File: src/rtl/branch_resolver.sv
// -----------------------------------------------------------------------------
// branch_resolver
//
// Execute-side partner of the fetch-stage branch predictor. Every cycle the
// E-stage icode is inspected; a conditional/unconditional jump (icode 4'h7)
// has its fetch-time prediction compared with the resolved condition from
// execute. A wrong guess raises a one-cycle registered redirect carrying the
// correct next PC (aligned with the M stage). Every resolved jump, right or
// wrong, is also queued into a small FIFO. That FIFO drains to the predictor's
// training port over a valid/ready handshake. Saturating statistics counters
// track branches, mispredicts and (optionally) taken branches.
//
// Optional feature macro: BR_TAKEN_CNT_EN
//   defined   -> taken_count_o counts resolved-taken branches (saturating)
//   undefined -> no taken counter is built; taken_count_o is tied to 0
//
// Parameters:
//   ADDR_W     width of PC / target fields
//   FIFO_DEPTH update-queue entries (power of two, >= 2)
//   CNT_W      width of statistics counters
//
// Ports:
//   clk_i, rst_i         clock (rising edge), asynchronous active-high reset
//   E_icode_i            E-stage icode (bubble = nop 4'h1)
//   E_PC_i               PC of the E-stage instruction
//   E_valC_i             jump target
//   E_valA_i             fall-through address (valP carried in valA)
//   E_branch_taken_i     prediction made at fetch
//   e_Cnd_i              resolved condition from execute
//   mispredict_o         one-cycle redirect pulse
//   redirect_PC_o        correct next PC while mispredict_o=1
//   upd_valid_o          training FIFO head valid
//   upd_PC_o             head branch PC
//   upd_taken_o          head resolved outcome
//   upd_ready_i          predictor accepts head
//   fifo_level_o         FIFO occupancy
//   drop_o               sticky: an update was lost to a full FIFO
//   branch_count_o       resolved jump count
//   mis_count_o          mispredict count
//   taken_count_o        resolved-taken count (optional feature)
// -----------------------------------------------------------------------------
module branch_resolver #(
  parameter int ADDR_W     = 64,
  parameter int FIFO_DEPTH = 4,
  parameter int CNT_W      = 32
) (
  input  logic                            clk_i,
  input  logic                            rst_i,
  input  logic [3:0]                      E_icode_i,
  input  logic [ADDR_W-1:0]               E_PC_i,
  input  logic [ADDR_W-1:0]               E_valC_i,
  input  logic [ADDR_W-1:0]               E_valA_i,
  input  logic                            E_branch_taken_i,
  input  logic                            e_Cnd_i,
  output logic                            mispredict_o,
  output logic [ADDR_W-1:0]               redirect_PC_o,
  output logic                            upd_valid_o,
  output logic [ADDR_W-1:0]               upd_PC_o,
  output logic                            upd_taken_o,
  input  logic                            upd_ready_i,
  output logic [$clog2(FIFO_DEPTH):0]     fifo_level_o,
  output logic                            drop_o,
  output logic [CNT_W-1:0]                branch_count_o,
  output logic [CNT_W-1:0]                mis_count_o,
  output logic [CNT_W-1:0]                taken_count_o
);

  localparam int PTR_W = $clog2(FIFO_DEPTH);
  localparam int LVL_W = $clog2(FIFO_DEPTH) + 1;
  localparam logic [3:0] ICODE_JXX = 4'h7;

  // Saturating increment: holds at all-ones instead of wrapping.
  function automatic logic [CNT_W-1:0] sat_inc(input logic [CNT_W-1:0] v);
    return (&v) ? v : v + CNT_W'(1);
  endfunction

  // Resolve-side decode
  logic seen;
  logic mis_hit;

  assign seen    = (E_icode_i == ICODE_JXX);
  assign mis_hit = seen && (e_Cnd_i ^ E_branch_taken_i);

  // Redirect state
  logic              mispredict_q, mispredict_d;
  logic [ADDR_W-1:0] redirect_q,   redirect_d;

  // Training FIFO state. Entries hold {PC, outcome}; the storage itself is
  // pure data and needs no reset because upd_valid_o masks stale contents.
  logic [ADDR_W:0]   mem_q [FIFO_DEPTH];
  logic [PTR_W-1:0]  wr_ptr_q, wr_ptr_d;
  logic [PTR_W-1:0]  rd_ptr_q, rd_ptr_d;
  logic [LVL_W-1:0]  level_q,  level_d;
  logic              drop_q,   drop_d;

  logic full;
  logic empty;
  logic push;
  logic pop;
  logic lost;

  assign full  = (level_q == LVL_W'(FIFO_DEPTH));
  assign empty = (level_q == '0);
  assign pop   = !empty && upd_ready_i;
  // A pop on the same edge frees the slot, so a full queue can still accept.
  assign push  = seen && (!full || pop);
  assign lost  = seen && full && !pop;

  // Statistics counters
  logic [CNT_W-1:0] branch_cnt_q, branch_cnt_d;
  logic [CNT_W-1:0] mis_cnt_q,    mis_cnt_d;

  always_comb begin
    mispredict_d = mis_hit;
    redirect_d   = redirect_q;
    wr_ptr_d     = wr_ptr_q;
    rd_ptr_d     = rd_ptr_q;
    level_d      = level_q;
    drop_d       = drop_q;
    branch_cnt_d = branch_cnt_q;
    mis_cnt_d    = mis_cnt_q;

    // The redirect target is the path the predictor did not choose.
    if (mis_hit) begin
      redirect_d = e_Cnd_i ? E_valC_i : E_valA_i;
    end

    // Pointers wrap naturally since the depth is a power of two.
    if (push) begin
      wr_ptr_d = wr_ptr_q + PTR_W'(1);
    end
    if (pop) begin
      rd_ptr_d = rd_ptr_q + PTR_W'(1);
    end

    case ({push, pop})
      2'b10:   level_d = level_q + LVL_W'(1);
      2'b01:   level_d = level_q - LVL_W'(1);
      default: level_d = level_q;
    endcase

    if (lost) begin
      drop_d = 1'b1;
    end

    if (seen) begin
      branch_cnt_d = sat_inc(branch_cnt_q);
    end
    if (mis_hit) begin
      mis_cnt_d = sat_inc(mis_cnt_q);
    end
  end

  // Resolve / queue-control stage boundary
  always_ff @(posedge clk_i or posedge rst_i) begin
    if (rst_i) begin
      mispredict_q <= 1'b0;
      redirect_q   <= '0;
      wr_ptr_q     <= '0;
      rd_ptr_q     <= '0;
      level_q      <= '0;
      drop_q       <= 1'b0;
      branch_cnt_q <= '0;
      mis_cnt_q    <= '0;
    end else begin
      mispredict_q <= mispredict_d;
      redirect_q   <= redirect_d;
      wr_ptr_q     <= wr_ptr_d;
      rd_ptr_q     <= rd_ptr_d;
      level_q      <= level_d;
      drop_q       <= drop_d;
      branch_cnt_q <= branch_cnt_d;
      mis_cnt_q    <= mis_cnt_d;
    end
  end

  // FIFO storage write
  always_ff @(posedge clk_i) begin
    if (push) begin
      mem_q[wr_ptr_q] <= {E_PC_i, e_Cnd_i};
    end
  end

`ifdef BR_TAKEN_CNT_EN
  logic [CNT_W-1:0] taken_cnt_q, taken_cnt_d;

  always_comb begin
    taken_cnt_d = taken_cnt_q;
    if (seen && e_Cnd_i) begin
      taken_cnt_d = sat_inc(taken_cnt_q);
    end
  end

  always_ff @(posedge clk_i or posedge rst_i) begin
    if (rst_i) begin
      taken_cnt_q <= '0;
    end else begin
      taken_cnt_q <= taken_cnt_d;
    end
  end

  assign taken_count_o = taken_cnt_q;
`else
  assign taken_count_o = '0;
`endif

  // Output mapping; head fields read as zero while the queue is empty.
  logic [ADDR_W:0] head;

  assign head           = mem_q[rd_ptr_q];
  assign mispredict_o   = mispredict_q;
  assign redirect_PC_o  = redirect_q;
  assign upd_valid_o    = !empty;
  assign upd_PC_o       = empty ? '0 : head[ADDR_W:1];
  assign upd_taken_o    = empty ? 1'b0 : head[0];
  assign fifo_level_o   = level_q;
  assign drop_o         = drop_q;
  assign branch_count_o = branch_cnt_q;
  assign mis_count_o    = mis_cnt_q;

endmodule

File: config.mk
export PLATFORM = sky130hd
export DESIGN_NAME = branch_resolver
export DESIGN_NICKNAME = d
export VERILOG_FILES = /design/src/rtl/branch_resolver.sv
export SDC_FILE = /design/constraint.sdc
export NUM_CORES = 1
export LEC_CHECK = 0
export BUFFER_PORTS_ARGS = -buffer_cell sky130_fd_sc_hd__buf_2
export CAP_MARGIN = 20
export CORE_MARGIN = 5
export CORE_UTILIZATION = 53
export DETAILED_ROUTE_END_ITERATION = 8
export PLACE_DENSITY = 0.8
export SLEW_MARGIN = 15
export SYNTH_ARGS = -nofsm -noshare
export SYNTH_HDL_FRONTEND = slang
export SYNTH_SLANG_ARGS = --single-unit
File: constraint.sdc
create_clock -name clk_i -period 5.5 [get_ports clk_i]
set_input_delay 0.275 -clock clk_i [delete_from_list [all_inputs] [get_ports clk_i]]
set_output_delay 0.275 -clock clk_i [all_outputs]
set_load 0.02 [all_outputs]
==> flow_summary.toml, run 1 <==
[worst_setup_path]
critical_path_arrival_ps = 3050
ff2ff_setup_slack_ps = 3000
cp-end-kind = "output port"
critical_path.startpoint = "rd_ptr_q[0]"
r2r_cells = 6
r2r_end = "fifo_level_o[1]"
crit_fanout = 42
r2r_start = "fifo_level_o[0]"
cp.required_ps = 5220
setup.worst_path.end = "upd_PC_o[22]"
worstSetupStartpointType = "flop"
path_class = "reg -> out"

[clock_tree]
cts_root_buf = "clkbuf_16"
clk_latency_ps = 530
clk_transition_reported_paths_ps = 60
clock_sinks = 397
cts_buffers = 41
cts_buffer_depth = 3
cts_tree = "done"
htreeDepth = 2
cts_setup_buffers = 0

[outcome]
status = "complete, no violations"

[die]
fp.dieH_um = 187
ios = 432
rows = 64
core-area_sq_um = 30700
initial_core_util = 0.540
die_area_sq_um = 34900
die_w_um = 187

[sta]
slew_headroom = 0.321
post-route-period-util = 0.604
worst_pin_slew_ps = 1020
finalWorstPathRequiredPeriod_ps = 3320
slew_viol_final = 0
skew_ps = 12.5
max_freq_mhz = 301
setup_viol = 0
fin_setup_tns_ps = 0
finalHoldViolCount = 0
grt_setup_unrepaired = "no"

[power]
p_leak_nw = 8.81
power_mw = 9.03
vdd_drop_max_uv = 221
powerDensity_nw_per_um2 = 434

[placed_design]
place_hpwl_mm = 28.2
portBuffers = 399
place.gp.congestion = 0.858
placed_cell_area_sq_um = 18800

[routing]
drt_iter0_markers = 515
drc = 0
wirelength_mm = 40.9
viasPerCell = 5.40
vias = 10500
dr.pass1.iters = 5
drtAntennaViolNets = 0
wl_per_cell_um = 21.0

[global_routing]
gr-usage-met3 = 0.0467
grt.busiest_layer = "met2"
use_met2 = 0.395
grt_pass1_wl_mm = 63.4
antenna_found_initial = 5
use_met1 = 0.282
gr-total-overflow = 0
grt_pass1_vias = 11000
grt_max_degree = 120
grt_usage = 0.231

[synthesis]
synth.area.top_cells = "edfxtp_1 (47%), dfrtp_1 (21%), mux4_2 (8.8%)"
synthCells = 1065
synth_edf_count = 260
synthDistinctLibCells = 50
yosysTopAreaCell = "edfxtp_1"
syn_area_sq_um = 16600
syn_area_per_cell_sq_um = 15.6
synth_seq_cells = 397
ys_warn_count = 0
async_flop_share = 0.345
synth_ff_type = "edfxtp_1"
yosysSeqAreaShare = 0.677
synth_top_cell_area_share = 0.471

[min_path]
min_path_type = "in -> reg"

[finish]
design_area_sq_um = 20800
nFillCells = 2163
synthToLayoutAreaGrowth_pct = 25.3
nNetsFinal = 1733
drive_gt1_frac = 0.357

[flow_run]
cap_viol_max_count = 0
[cells in the mapped netlist, types with 8 or more instances]
| library cell | instances |
|---|---|
| edfxtp_1 | 260 |
| dfrtp_1 | 137 |
| nand2_1 | 92 |
| and2_1 | 71 |
| o21ai_0 | 67 |
| mux2i_1 | 65 |
| mux4_2 | 65 |
| xnor2_1 | 40 |
| clkbuf_1 | 33 |
| buf_4 | 32 |
| nand3_1 | 26 |
| xor2_1 | 24 |
| nand4_1 | 22 |
| nor2_1 | 19 |
| inv_1 | 13 |
| and4_1 | 10 |
| buf_1 | 10 |
| nor3_1 | 9 |
| and3_1 | 8 |
[repair_timing]
item                      4_1_cts  5_1_grt
hold buffers                   63        1
gates resized for setup         0        0
hold endpoints to repair      335        2
[per-layer routing]
metal  vias up  part of all wire
li1       4843                 -
met1      5121              0.37
met2       466              0.51
met3       104             0.064
met4         2             0.056
met5         -           0.00032
[cell usage in the layout (no fill, tap or decap), types with 3 or more instances in the layout]
master / count
a21oi_1: 4
a31oi_1: 5
and2_1: 67
and2_4: 4
and3_1: 8
and4_1: 10
buf_2: 398
buf_4: 5
clkbuf_1: 5
clkbuf_16: 43
clkbuf_8: 5
clkinv_1: 4
clkinv_2: 9
conb_1: 32
dfrtp_1: 135
dlygate4sd3_1: 64
edfxtp_1: 260
ha_1: 6
inv_1: 12
mux2_2: 3
mux2i_1: 65
mux4_2: 65
nand2_1: 91
nand3_1: 26
nand4_1: 22
nor2_1: 19
nor3_1: 9
nor4_1: 5
o21ai_0: 67
xnor2_1: 40
xor2_1: 24
[cells by family (layout without fill, tap and decap cells)]
kind of cell,after synthesis,in the layout,share of synthesized area
AOI/OAI and AO/OA,87,87,0.0319
other,1,34,0.000226
and+or+nand+nor,281,281,0.0923
DFF,397,397,0.677
muxes,133,133,0.129
adders and majority gates,7,7,0.00573
buffers and inverters,95,552,0.0293
xor gates and xnor gates,64,64,0.0338
[metrics by stage]
step / std cells / utilization / setup WS [ps] / hold WS (ps)
after floorplan: 1096 / - / 1560 / 374
after global placement: 1813 / 0.612 / 2710 / 437
after detailed placement: 1813 / 0.612 / 2650 / 443
after CTS: 1947 / 0.674 / 2060 / 2.23
after global routing: 1951 / 0.676 / 1910 / 23.2
final: 1951 / 0.676 / 2180 / 17.1
[registers in the layout, summed over array words and instances, names as in the netlist]
signal and flops:
mem_q 260, mis_count_o 32, wr_ptr_q 2, redirect_PC_o 64, mispredict_o 1, drop_o 1
fifo_level_o 3, rd_ptr_q 2, branch_count_o 32
[area by class of cell]
class                           instances  area [sq um]  area share
Sequential cell                       397         11200       0.541
Multi-Input combinational cell        604          5000       0.241
Inverter                               13          53.8     0.00259
Timing Repair Buffer                  468          2700       0.130
Antenna cell                            2          5.00    0.000241
Clock inverter                         18           119     0.00572
Clock buffer                           53          1160      0.0560
Tap cell                              396           495      0.0238
[worst max-delay path: stages (launching register included)]
cell     delay, ps
dfrtp_4        990
buf_4          570
mux4_2         600
and2_1         170
buf_2          150
[power by group]
part	leakage, nW	total [mW]	internal [mW]	switching (mW)
combinational	4.04	2.66	1.15	1.51
clock	0.641	2.62	1.54	1.08
sequential	4.14	3.75	3.42	0.331
[worst min path at each step]
stage / from / slack [ps] / depth (start not counted) / to
after global routing: E_PC_i[20] / 20 / 1 / mem_q[0][21]
after CTS: E_PC_i[23] / 2 / 1 / mem_q[0][24]
final: E_PC_i[20] / 20 / 1 / mem_q[0][21]
after detailed placement: drop_o / 440 / 1 / drop_o
after floorplan: e_Cnd_i / 370 / 0 / mem_q[0][0]
after global placement: drop_o / 440 / 1 / drop_o
(Power assumes the default switching activity.)
==> inputs of run 2 (changes only) <==
Settings changed: CORE_UTILIZATION 53 to 48, PLACE_DENSITY 0.8 to 0.76.
Clock period 5.5 ns to 2.9 ns, I/O delays scaled along.
==> run 2 against run 1 <==
Effect of this change: power increased by 93%; clock skew rose by 8.9 ps; sequential power up 85%; core utilization fell by 2.7 points; register-to-register slack got worse by 2400 ps; final cell count is 11% higher; global-route usage fell by 0.11 points; cell area grew 7.3%; critical path type unchanged; critical endpoint is now upd_PC_o[23]; largest cell class unchanged; largest power group unchanged; highest routed layer unchanged.
==> flow_summary.toml, run 2 (same netlist as run 1, synthesis figures left out) <==
[outcome]
status = "complete, no violations"

[clock_tree]
cts_hold_buffers = 189
cts_root_buf = "clkbuf_16"
htreeDepth = 2
cts_buffers = 42
clk_latency_ps = 540
clock_sinks = 397
cts_setup_buffers = 0
cts_buffer_depth = 3
cts-resized-gates = 0
cts_tree = "done"
clk_transition_reported_paths_ps = 60

[worst_setup_path]
critical_path_arrival_ps = 2480
cp_top_family = "flip-flops"
cp-end-kind = "output port"
critical_path.cell_chain = "buf_12 > mux4_2 > and2_1 > buf_2"
worst_path_max_delay_cell = "dfrtp_4"
worstSetupStartpointType = "flop"
crit_fanout = 23
cp.required_ps = 2760
cpPeakStageDelay_ps = 760
path_class = "reg -> out"
ff2ff_setup_slack_ps = 610
crit_buf_inv = 2

[power]
sw_frac_of_total = 0.329
vdd_drop_max_uv = 572
p_leak_nw = 9.41
p_sw_mw = 5.72
seqPwrFrac = 0.399
p_int_mw = 11.7
powerDensity_nw_per_um2 = 780
power_frac_clock = 0.282
power_frac_comb = 0.319

[global_routing]
gr-total-overflow = 0
grt_usage = 0.230
antenna_found_initial = 8
grt_pass1_vias = 12000
grt_max_degree = 105
grt_pass1_wl_mm = 69.2

[finish]
regMostFlops = "mem_q"
drive_gt1_frac = 0.330
mostFrequentLayoutCells = "buf_2 (398), edfxtp_1 (260), dlygate4sd3_1 (189), dfrtp_1 (135), nand2_1 (91)"
utilization = 0.649
largest_reg_flops = 260
design_area_sq_um = 22300
synthToLayoutAreaGrowth_pct = 34.4
layout_commonest_cell = "buf_2"
nNetsFinal = 1874

[sta]
setup_slack_ps = 271
worst_pin_slew_ps = 986
slew_viol_final = 0
grt_setup_unrepaired = "no"
post-route-period-util = 0.907
slew_headroom = 0.343
finalWorstPathRequiredPeriod_ps = 2630
skew_ps = 21.4
setup_viol = 0
finalHoldViolCount = 0
fin_setup_tns_ps = 0
max_freq_mhz = 380

[min_path]
min_path_type = "in -> reg"

[die]
initial_core_util = 0.483
ios = 432
rows = 68
fp.dieH_um = 196
core-area_sq_um = 34400
die_area_sq_um = 38400
die_w_um = 196

[routing]
vias = 11500
wirelength_mm = 45.4
viasPerCell = 5.32
drtAntennaViolNets = 0
wl_per_cell_um = 21.0
drt_iter0_markers = 624
drc = 0
dr.pass1.iters = 7

[placed_design]
portBuffers = 399
placed_cell_area_sq_um = 19100
place_hpwl_mm = 29.1
pre_cts_ws_ps = 693
place.gp.congestion = 0.885

[flow_run]
cap_viol_max_count = 0
[run 2: cell count changes in the layout (fill, tap and decap cells not counted), moves of 3 or more]
cell,delta
diode_2,+3
clkbuf_8,-3
clkinv_2,-3
clkbuf_1,+12
buf_4,+6
buf_12,+10
dlygate4sd3_1,+125
[run 2: tightest hold or removal path, delay by kind of cell]
kind | cells | cell delay (ps)
mux | 1 | 110
buf+inv | 1 | 80
compound gates | 1 | 180
[run 2: area by class of cell]
class | instances | area [sq um]
Inverter | 13 | 52.6
Clock inverter | 15 | 90.1
Sequential cell | 397 | 11200
Timing Repair Buffer | 608 | 4170
Tap cell | 455 | 569
Clock buffer | 62 | 1170
Multi-Input combinational cell | 604 | 5000
Antenna cell | 5 | 12.5
Fill cell | 2367 | 12100
[run 2: per-stage QoR]
stage | hold WS (ps) | instances | power, mW
6_report | 22.5 | 2159 | 17.4
5_1_grt | 19.7 | 2156 | 18.2
4_1_cts | 8.69 | 2154 | 17.5
3_5_place_dp | 361 | 1888 | 12.4
3_3_place_gp | 356 | 1888 | 12.3
2_1_floorplan | 244 | 1096 | 10.4
[run 2: worst paths after layout]
path	from	endpoint	cells after the start
min in group asynchronous	rst_i	mis_count_o[18]	3
max in group asynchronous	rst_i	mis_count_o[1]	4
setup reg to reg	mis_count_o[3]	mis_count_o[28]	5
setup / recovery	rd_ptr_q[0]	upd_PC_o[23]	4
hold / removal	E_valC_i[36]	redirect_PC_o[36]	3
hold reg to reg	drop_o	drop_o	1
[run 2: power by group through the flow]
stage	sequential [mW]	combinational [mW]	clock, mW
after floorplan	7.20	3.19	0
after global placement	7.03	5.27	0
after detailed placement	7.05	5.33	0
after CTS	6.94	5.59	5.01
after global routing	7.01	5.93	5.25
final	6.94	5.55	4.91
[run 2: routing by layer]
metal | global-route usage | vias up | wire [um] | share of wire
met4 | 0.111 | 4 | 2610 | 0.057
met1 | 0.279 | 5691 | 16800 | 0.37
met3 | 0.0429 | 138 | 3010 | 0.066
met5 | 0 | - | 21 | 0.00046
li1 | - | 5137 | - | -
met2 | 0.397 | 518 | 23000 | 0.51
